`src/rtl/sum_accumulator.sv`:
```
// rtl/sum_accumulator.sv - accumulates COUNT adder sums per result behind valid/ready handshakes
// Define SUM_ACC_SATURATE_EN to clamp the accumulator on overflow instead of wrapping.
module sum_accumulator #(
  parameter int IN_W  = 8,
  parameter int ACC_W = 16,
  parameter int COUNT = 4
) (
  input  logic             clk,
  input  logic             rst,
  input  logic             clear,
  input  logic [IN_W-1:0]  in_data,
  input  logic             in_valid,
  output logic             in_ready,
  output logic [ACC_W-1:0] out_data,
  output logic             out_ovf,
  output logic             out_valid,
  input  logic             out_ready,
  output logic             busy
);

  typedef enum logic {
    ST_ACC  = 1'b0,
    ST_HOLD = 1'b1
  } state_t;

  localparam logic [7:0] LAST_CNT = 8'(COUNT - 1);

  state_t           state;
  logic [ACC_W-1:0] acc;
  logic [7:0]       cnt;
  logic             ovf_acc;

  logic [ACC_W:0]   sum;
  logic             carry;
  logic [ACC_W-1:0] next_acc;
  logic             accept;

  always_comb begin
    sum   = {1'b0, acc} + {{(ACC_W + 1 - IN_W){1'b0}}, in_data};
    carry = sum[ACC_W];
`ifdef SUM_ACC_SATURATE_EN
    // Once a result has overflowed it stays pinned at all ones until it is emitted.
    next_acc = (carry | ovf_acc) ? {ACC_W{1'b1}} : sum[ACC_W-1:0];
`else
    next_acc = sum[ACC_W-1:0];
`endif
  end

  // in_ready is a register, so out_ready never reaches it combinationally.
  assign accept = in_valid & in_ready;
  assign busy   = (cnt != 8'd0);

  always_ff @(posedge clk or posedge rst) begin
    if (rst) begin
      state     <= ST_ACC;
      acc       <= '0;
      cnt       <= '0;
      ovf_acc   <= 1'b0;
      out_data  <= '0;
      out_ovf   <= 1'b0;
      out_valid <= 1'b0;
      in_ready  <= 1'b1;
    end else begin
      case (state)
        ST_ACC: begin
          if (clear) begin
            // clear takes priority over a sample accepted in the same cycle
            acc     <= '0;
            cnt     <= '0;
            ovf_acc <= 1'b0;
          end else if (accept) begin
            if (cnt == LAST_CNT) begin
              out_data  <= next_acc;
              out_ovf   <= ovf_acc | carry;
              out_valid <= 1'b1;
              in_ready  <= 1'b0;
              acc       <= '0;
              cnt       <= '0;
              ovf_acc   <= 1'b0;
              state     <= ST_HOLD;
            end else begin
              acc     <= next_acc;
              cnt     <= cnt + 8'd1;
              ovf_acc <= ovf_acc | carry;
            end
          end
        end
        ST_HOLD: begin
          if (out_valid && out_ready) begin
            out_valid <= 1'b0;
            in_ready  <= 1'b1;
            state     <= ST_ACC;
          end
        end
        default: state <= ST_ACC;
      endcase
    end
  end

endmodule
```
`config.mk`:
```
export PLATFORM = sky130hd
export DESIGN_NAME = sum_accumulator
export DESIGN_NICKNAME = d
export VERILOG_FILES = /design/src/rtl/sum_accumulator.sv
export SDC_FILE = /design/constraint.sdc
export NUM_CORES = 1
export LEC_CHECK = 0
export ABC_CLOCK_PERIOD_IN_PS = 2900
export BUFFER_PORTS_ARGS = -buffer_cell sky130_fd_sc_hd__buf_2
export CORE_MARGIN = 3
export CORE_UTILIZATION = 42
export DETAILED_ROUTE_END_ITERATION = 6
export GPL_TIMING_DRIVEN = 1
export HOLD_SLACK_MARGIN = 0.08
export PLACE_DENSITY = 0.64
export SLEW_MARGIN = 20
export SYNTH_ARGS = -nofsm -noshare
export SYNTH_HDL_FRONTEND = slang
export SYNTH_SLANG_ARGS = --single-unit
```
`constraint.sdc`:
```
create_clock -name clk -period 2.9 [get_ports clk]
set_clock_uncertainty 0.05 [all_clocks]
set_input_delay 0.29 -clock clk [delete_from_list [all_inputs] [get_ports clk]]
set_output_delay 0.29 -clock clk [all_outputs]
set_load 0.02 [all_outputs]
```
# Yosys cells after proc, flatten, opt, wreduce, memory -nomap -nowiden
# Index checks and enable logic that the tools add are counted.
# classes
n_addsub	2
n_eq_ne	5
n_mux	24
n_bitwise	4
n_reduce_logical	6
# op_table
operator	n
$mux W16	3
$mux W8	3
$add A16 B8 Y17	1
$mux W1	15
$add A8 B1 Y8 const B	1
$eq A8 B2 Y1 const B	1
$reduce_and A4 Y1	2
$reduce_bool A8 Y1	1
$ne A2 B2 Y1 const B	3
$pmux W1 S2	3
$ne A2 B1 Y1 const B	1
$not A1 Y1	2
$reduce_and A2 Y1	1
$reduce_bool A2 Y1	1
$and A1 B1 Y1	1
$logic_and A1 B1 Y1	1
$or A1 B1 Y1	1
# totals
regBits	45
in_bits	13
elab_cells	49

# Logic depth before layout (Yosys ltp)
# Gate-level depths: netlist of run 1.
# logic_depth
depth_word	5
ltp_mapped	7
ltp_nobuf	7

# Worst setup path before layout of run 1
# No wires, ideal clock.
# synth_path
path_kind	reg2reg
start	reg acc[0]
end	reg acc[8]
setup_time_ns	0.082
t_arrival_ns	2.084
required_ns	2.768
path_slack_ns	0.684
path_stages_with_launch	8
n_path_buf	0
synth_period_minus_slack_ns	2.216
cell_sequence	dfrtp_1 ha_1 fa_1 a211oi_1 o21ai_0 a31o_2 or2_2 a31oi_1
# synth_between
elab_chain_cells	4
# synth_rtl
item	line	rtl
start: declaration	29	logic [ACC_W-1:0] acc;
start signal: assignment	82	acc <= next_acc;
$add A16 B8 Y17	39	sum = {1'b0, acc} + {{(ACC_W + 1 - IN_W){1'b0}}, in_data};
$mux W16	72	if (cnt == LAST_CNT) begin
$mux W16	71	end else if (accept) begin
$mux W16	66	if (clear) begin
# No other way between the ends. The select of a mux whose other input is x is not followed.
# A chain may end at the register's enable or synchronous reset.

# Worst setup path after layout of run 1
# Ends and elaborated chain as after synthesis.

==> results summary, run 1 <==
The flip-flop and latch count after synthesis is 45. Data arrives at the worst endpoint at 2.56 ns. The run finished with clean final reports. The slew at the pin closest to its max-slew limit is 0.766 ns. The number of global-route vias before repair is 1867.

By area the synthesized netlist is led by sky130_fd_sc_hd__dfrtp_1 (46%), sky130_fd_sc_hd__nand2_1 (7.1%), sky130_fd_sc_hd__o21ai_0 (6.1%). The number of nets in the finished design is 305. The insertion delay to the later sink of the worst-skew pair came out at 0.30 ns. The tree is rooted in a sky130_fd_sc_hd__clkbuf_8. The cell area after synthesis is 2380 µm². Setup repair after global routing left no endpoint under its margin. Summed over all instances, the cell type with the most area after synthesis is sky130_fd_sc_hd__dfrtp_1. Counting tap cells, the placed design contains a total of 343 instances. The prevailing post-synth register cell is sky130_fd_sc_hd__dfrtp_1. The worst-case vdd ir drop came out at 0.000262 V. By startpoint and endpoint, the worst setup path is classified as reg -> reg.

The number of diodes added for antenna fixing is 0. The total detailed-routing wirelength came out at 5120 µm. The net count of the mapped netlist is 271. The tightest min-delay check is of the in -> reg type. Cells fill 51.7% of the core in the end. The initial utilization of the core area, before any placement, comes to 45.0%.

The fraction of layout instances using a drive strength above 1 is 20.2%. The number of fill cells in the layout came out at 507. The synthesis warning total came out at 0.

The pre-antenna-repair detailed-routing pass consisted of 4 iterations. The number of cell rows came out at 26. The number of enable flip-flop cells after synthesis is 0.

The proportion of synthesized chip area in sequential cells is 47.3%. The weighted congestion reported at the end of routability-driven placement came out at 0.829. In the final routed layout, each cell accounts on average for 14.5 µm. Port buffering added 32 buffers. The pre-CTS setup slack is 0.501 ns.

Summed over all cells, the static leakage comes to 1.35 nW. The total die area is 6620 µm². The placeable core region is 5300 µm². Measured along the x axis, the die boundary spans 81.4 µm.

The initial antenna violation count came out at 0. The post-route worst setup slack came out at 0.514 ns. Setup total negative slack on the finished layout was measured at 0 ns. The count of mapped cells out of synthesis came out at 247. The worst setup path is launched from a flop. The number of max-slew violations in the final report came to 0. The number of buffers added for setup after CTS is 0. The final number of setup-violating endpoints is 0.

The half-perimeter wire length after placement is 3700 µm. In the global route stage, overall resource usage came out at 17.5%. The data required time of the critical path is 3.08 ns. In the routed design, unresolved DRC markers number 0. The via-per-instance ratio came out at 5.49. The top cell type by area accounts for 46.2% of the synthesized area. The global-route wire length before repair is 9050 µm. The number of levels in the clock H-tree came out at 2. The top cell types in the final layout, fill and taps aside, are sky130_fd_sc_hd__nand2_1 (45), sky130_fd_sc_hd__dfrtp_1 (44), sky130_fd_sc_hd__buf_2 (32), sky130_fd_sc_hd__o21ai_0 (29). The maximum root-to-sink buffer count is 2. For this design, the sink count on the clock tree is 45. The number of DRC violations after detailed-routing iteration 0 is 121.

The maximum achievable frequency came out at 419 MHz. The count of different cell masters after synthesis came out at 43. The hold violation count in the final report is 0. The total power per unit cell area is 430 nW/µm². In this run the vertical extent of the chip is 81.4 µm.

The clock input transition at the sequential cells of the worst setup and hold paths is 0.09 ns. The shortest clock period the worst path allows after layout is 2.39 ns. The tightest slew margin relative to the limit came out at 48.9%.

TritonCTS created 5 clock buffers. The count of pins on the block boundary is 33. The library cell used most frequently in the layout, excluding fill and tap cells, is sky130_fd_sc_hd__nand2_1.

The total via count in the routed design is 1932. The number of non-filler instances in the completed layout came out at 352. The count of nets left with antenna violations once routing finished came out at 0. In this run the mean area of a mapped cell was 9.66 µm². The part of the cycle the worst path needs came out at 82.3%.

STA classifies the critical path endpoint as a flop. The number of maximum-capacitance constraint violations came out at 0. The pin count of the biggest net entering global routing came out at 29. Global routing finished with a remaining overflow of 0. TritonCTS built the clock tree. The share of synthesized flip-flops with an asynchronous set or reset came out at 100%.

In this run the worst path has a maximum fanout of 5. The area overhead of the layout relative to synthesis is 14.8%.
[flip-flops by register name (all words and copies together), names as in the netlist]
register   cells
acc           16
cnt            8
in_ready       1
out_data      16
out_ovf        1
out_valid      1
ovf_acc        1
state          1
[cell usage after synthesis, drive strengths merged (2+ instances only)]
| cell type | instances |
|---|---|
| o211ai | 4 |
| ha | 10 |
| o22ai | 2 |
| nand2 | 45 |
| nand4 | 3 |
| a21o | 8 |
| inv | 6 |
| xor2 | 6 |
| a22o | 7 |
| buf | 5 |
| a211oi | 3 |
| nand3 | 3 |
| dfrtp | 44 |
| and3 | 5 |
| a31oi | 4 |
| o21ai | 31 |
| nor2 | 9 |
| o31ai | 2 |
| or2 | 2 |
| a21oi | 10 |
| mux2 | 4 |
| or3 | 3 |
| xnor2 | 8 |
| clkbuf | 4 |
| nor3 | 4 |
| or4 | 2 |
[per-stage QoR]
stage	instance area [µm²]	power, mW	hold slack (ns)
floorplan	2380	0.672	0.402
global placement	2610	0.692	0.394
detailed placement	2610	0.693	0.401
CTS	2740	1.20	0.225
global route	2740	1.23	0.244
finish	2740	1.18	0.228
[logic make-up (layout without fill, tap and decap cells)]
| kind of cell | count (synthesis) | in the layout | share of synthesized area, % |
|---|---|---|---|
| AO/OA/AOI/OAI | 75 | 75 | 19.7 |
| XOR/XNOR | 14 | 14 | 5.14 |
| adder cells (fa/ha/maj) | 11 | 11 | 6.09 |
| buffers and inverters | 15 | 50 | 2.89 |
| flip-flops | 45 | 45 | 47.3 |
| multiplexers | 5 | 5 | 2.31 |
| AND/OR/NAND/NOR | 82 | 82 | 16.6 |
[critical path: stages, from the launching register on]
cell and delay, ns:
sky130_fd_sc_hd__dfrtp_1 0.39, sky130_fd_sc_hd__ha_1 0.22, sky130_fd_sc_hd__fa_1 0.43, sky130_fd_sc_hd__a211oi_1 0.29
sky130_fd_sc_hd__o21ai_0 0.18, sky130_fd_sc_hd__a31o_2 0.33, sky130_fd_sc_hd__or2_2 0.28, sky130_fd_sc_hd__a31oi_1 0.16
[power by group]
group | internal (mW) | switching [mW] | total, mW
Sequential | 0.627 | 0.000000000000000115 | 0.627
Clock | 0.280 | 0.219 | 0.499
Combinational | 0.0179 | 0.0353 | 0.0532
Total | 0.925 | 0.254 | 1.18
[routing by layer]
metal / vias to the layer above / routed length [µm] / track usage [%]
met2: 37 / 2330 / 27.4
met3: 4 / 207 / 4.21
li1: 952 / - / -
met5: - / 0 / 0
met1: 939 / 2520 / 24.4
met4: 0 / 59 / 3.72
[what timing repair did]
item	in CTS	in global routing
endpoints found under the hold margin	11	0
hold buffers	1	0
resized for setup	0	0
[final timing paths]
kind	startpoint	to	slack (ns)	depth (start not counted)
worst max-delay path	acc[0]	acc[8]	0.51	7
worst max register to register	acc[0]	acc[8]	0.51	7
worst min-delay path	out_ready	state	0.23	4
worst min register to register	out_data[11]	out_data[11]	0.43	2
min in group asynchronous	rst	out_data[7]	0.55	3
max in group asynchronous	rst	out_data[15]	1.58	4
[final cells by class]
cell class | count | area (µm²) | area share [%]
Multi-Input combinational cell | 187 | 1190 | 43.4
Sequential cell | 45 | 1130 | 41.2
Timing Repair Buffer | 36 | 193 | 7.04
Tap cell | 70 | 87.6 | 3.20
Clock buffer | 6 | 82.6 | 3.02
Clock inverter | 2 | 37.5 | 1.37
Inverter | 6 | 22.5 | 0.822
No activity file was read; power rests on OpenSTA's default activity.
==> run 2: changes to the inputs <==
--- a/config.mk
+++ b/config.mk
@@ -5,7 +5,7 @@
 export SDC_FILE = /design/constraint.sdc
 export NUM_CORES = 1
 export LEC_CHECK = 0
-export ABC_CLOCK_PERIOD_IN_PS = 2900
+export ABC_CLOCK_PERIOD_IN_PS = 2200
 export BUFFER_PORTS_ARGS = -buffer_cell sky130_fd_sc_hd__buf_2
 export CORE_MARGIN = 3
 export CORE_UTILIZATION = 42
==> constraint.sdc (replaced) <==
create_clock -name clk -period 2.2 [get_ports clk]
set_clock_uncertainty 0.05 [all_clocks]
set_input_delay 0.22 -clock clk [delete_from_list [all_inputs] [get_ports clk]]
set_output_delay 0.22 -clock clk [all_outputs]
set_load 0.02 [all_outputs]
==> run 2 against run 1 <==
Combinational power increased by 39%; cell count increased by 3.1%; global-route usage decreased by 0.25 points; worst hold slack got worse by 0.073 ns; sequential power increased by 32%; sequential share of layout area decreased by 1.3 points; clock power increased by 2%; routed wire length increased by 1.8%; non-clock buffer count increased by 12; fmax increased by 13%.
==> results summary, run 2 (synthesis results as in run 1) <==
The final number of setup-violating endpoints is 0 (unchanged). The number of diodes added for antenna fixing is 0 (unchanged). The clock input transition at the sequential cells of the worst setup and hold paths came out at 0.08 ns (about the same). The slew at the pin closest to its max-slew limit is 0.575 ns (-0.192 ns). The number of DRC violations after detailed-routing iteration 0 came to 131 (+8.3%). The via-per-instance ratio is 5.33 (-2.8%). TritonCTS built the clock tree.

The number of cell rows came out at 26 (unchanged). The tightest slew margin relative to the limit is 61.7% (+13 points). The weighted congestion reported at the end of routability-driven placement came out at 0.839 (+1.2%). In the layout the commonest cells are sky130_fd_sc_hd__nand2_1 (45), sky130_fd_sc_hd__dfrtp_1 (44), sky130_fd_sc_hd__buf_2 (32), sky130_fd_sc_hd__o21ai_0 (26), sky130_fd_sc_hd__buf_4 (15). The placeable core region is 5300 µm² (unchanged).

The count of pins on the block boundary was 33 (unchanged). The fraction of layout instances using a drive strength above 1 is 24.9% (+4.7 points). The most common library cell in the layout ignoring fill and taps is sky130_fd_sc_hd__nand2_1. The total detailed-routing wirelength is 5210 µm (+1.8%). The post-detailed-route count of antenna-violating nets came out at 0 (unchanged). The detailed-router iteration count before antenna repair came to 4 (unchanged).

The most critical setup path has its startpoint at acc[0]. The flow ran to the end, and the final reports show no timing, DRC or antenna violations. The clock sink count came out at 45 (unchanged). The area overhead of the layout relative to synthesis is 18.6%.

Setup repair after global routing could not meet its margin everywhere. The total via count in the routed design came out at 1936 (+0.21%). The horizontal die dimension came to 81.4 µm (unchanged). The initial antenna violation count was 0 (unchanged).

The number of maximum-capacitance constraint violations is 0 (unchanged). The worst hold-check slack came to 0.155 ns (-0.0728 ns). The worst setup path is captured at a flop.

The all-layer global routing usage came out at 17.2% (-0.25 points). The CTS root buffer is sky130_fd_sc_hd__clkbuf_8. The insertion delay to the later sink of the worst-skew pair is 0.29 ns (about the same). The hold violation count in the final report came out at 0 (unchanged).

The total power per unit cell area came out at 498 nW/µm² (+16%). The number of global-route vias before repair is 1835 (-1.7%). The number of levels in the clock H-tree came out at 2 (unchanged). The number of I/O port buffers is 32 (unchanged).

The tightest min-delay check is of the in -> reg type. The largest registers in the layout are acc: 16 flops, out_data: 16 flops, cnt: 8 flops. The data required time of the critical path was 2.36 ns (-0.72 ns). The number of nets in the finished design came out at 317 (+3.9%). The worst setup path is launched from a flop.

The die boundary height came out at 81.4 µm (unchanged). The total die area is 6620 µm² (unchanged). The initial standard-cell utilization of the core is 45.0% (unchanged).

The pin count of the biggest net entering global routing came out at 46 (+59%). The shortest clock period the worst path allows after layout is 2.12 ns (-0.270 ns). The half-perimeter wire length after placement came out at 3710 µm (+0.35%). The number of non-filler instances in the completed layout came out at 363 (+3.1%). The placed cell count was 355 (+3.5%).

The total overflow reported by the global router came out at 0 (unchanged). The worst endpoint data arrival time is 2.28 ns (-0.28 ns). The worst-case vdd ir drop is 0.000410 V (+56%).

The top fanout value on the critical path came out at 5 (unchanged). The total negative slack for setup checks came out at 0 ns (unchanged). The part of the cycle the worst path needs was 96.2% (+14 points). The total clock buffers created by CTS is 5 (unchanged).

The maximum root-to-sink buffer count came out at 2 (unchanged). The startpoint identified for the worst register-to-register timing path is acc[0]. The maximum achievable frequency came out at 473 MHz (+13%). The final routed DRC violation total came out at 0 (unchanged). The startpoint of the lowest-slack hold path is out_ready.

The number of max-slew violations in the final report is 0 (unchanged). The global-route wire length before repair came to 8730 µm (-3.6%). The leakage power is 1.39 nW (+2.9%).

The worst setup path is of the reg -> reg kind. The routed length per placed instance is 14.3 µm (-1.3%).
## run 2: path summary, 6_finish.rpt
kind                       cells past startpoint      endpoint  slack, ns
setup / recovery                               7        acc[8]       0.08
hold / removal                                 4         state       0.15
setup reg to reg                               7        acc[8]       0.08
hold reg to reg                                2   out_data[6]       0.42
max in group asynchronous                      4  out_data[15]       1.12
min in group asynchronous                      4   out_data[3]       0.59
## run 2: area by class of cell
cell class | count | area (µm²)
clock buffer | 7 | 86.3
fill | 507 | 2470
inverter | 6 | 22.5
multi-input combinational | 187 | 1220
sequential | 45 | 1130
tap | 70 | 87.6
timing repair buffer | 48 | 283
## run 2: worst max-delay path, cell delays in order (launching register included)
cell and delay (ns):
sky130_fd_sc_hd__dfrtp_1 0.39, sky130_fd_sc_hd__ha_2 0.20, sky130_fd_sc_hd__fa_2 0.37, sky130_fd_sc_hd__a211oi_4 0.23, sky130_fd_sc_hd__o21ai_1 0.11, sky130_fd_sc_hd__a31o_2 0.25
sky130_fd_sc_hd__or2_2 0.27, sky130_fd_sc_hd__a31oi_1 0.15
## run 2: stage by stage
stage	total power, mW	setup WS, ns	utilization, %	area (µm²)
after floorplan	0.886	0.0301	-	2390
after global placement	0.913	-0.00961	51.0	2700
after detailed placement	0.914	-0.0697	51.0	2700
after CTS	1.43	0.0151	52.9	2800
after global routing	1.48	-0.0236	53.3	2830
final	1.41	0.0847	53.3	2830
## run 2: what timing repair did
| action | 4_1_cts | 5_1_grt |
|---|---|---|
| hold buffers | 1 | 0 |
| resized for setup | 2 | 8 |
| endpoints found under the setup margin | 1 | 13 |
| pin swaps | 2 | 2 |
| hold endpoints to repair | 44 | 0 |
| setup buffers | 0 | 0 |
## run 2: metal layers
layer	global-route usage [%]	share of wire (%)
met2	26.6	44
met1	24.7	50
met5	0	0
met3	3.33	4.5
met4	4.22	1.1
## run 2: where the power goes
part / switching [mW] / total (mW) / internal [mW]
clock network: 0.260 / 0.510 / 0.250
registers: 0.000000000000000125 / 0.826 / 0.826
logic: 0.0482 / 0.0737 / 0.0254
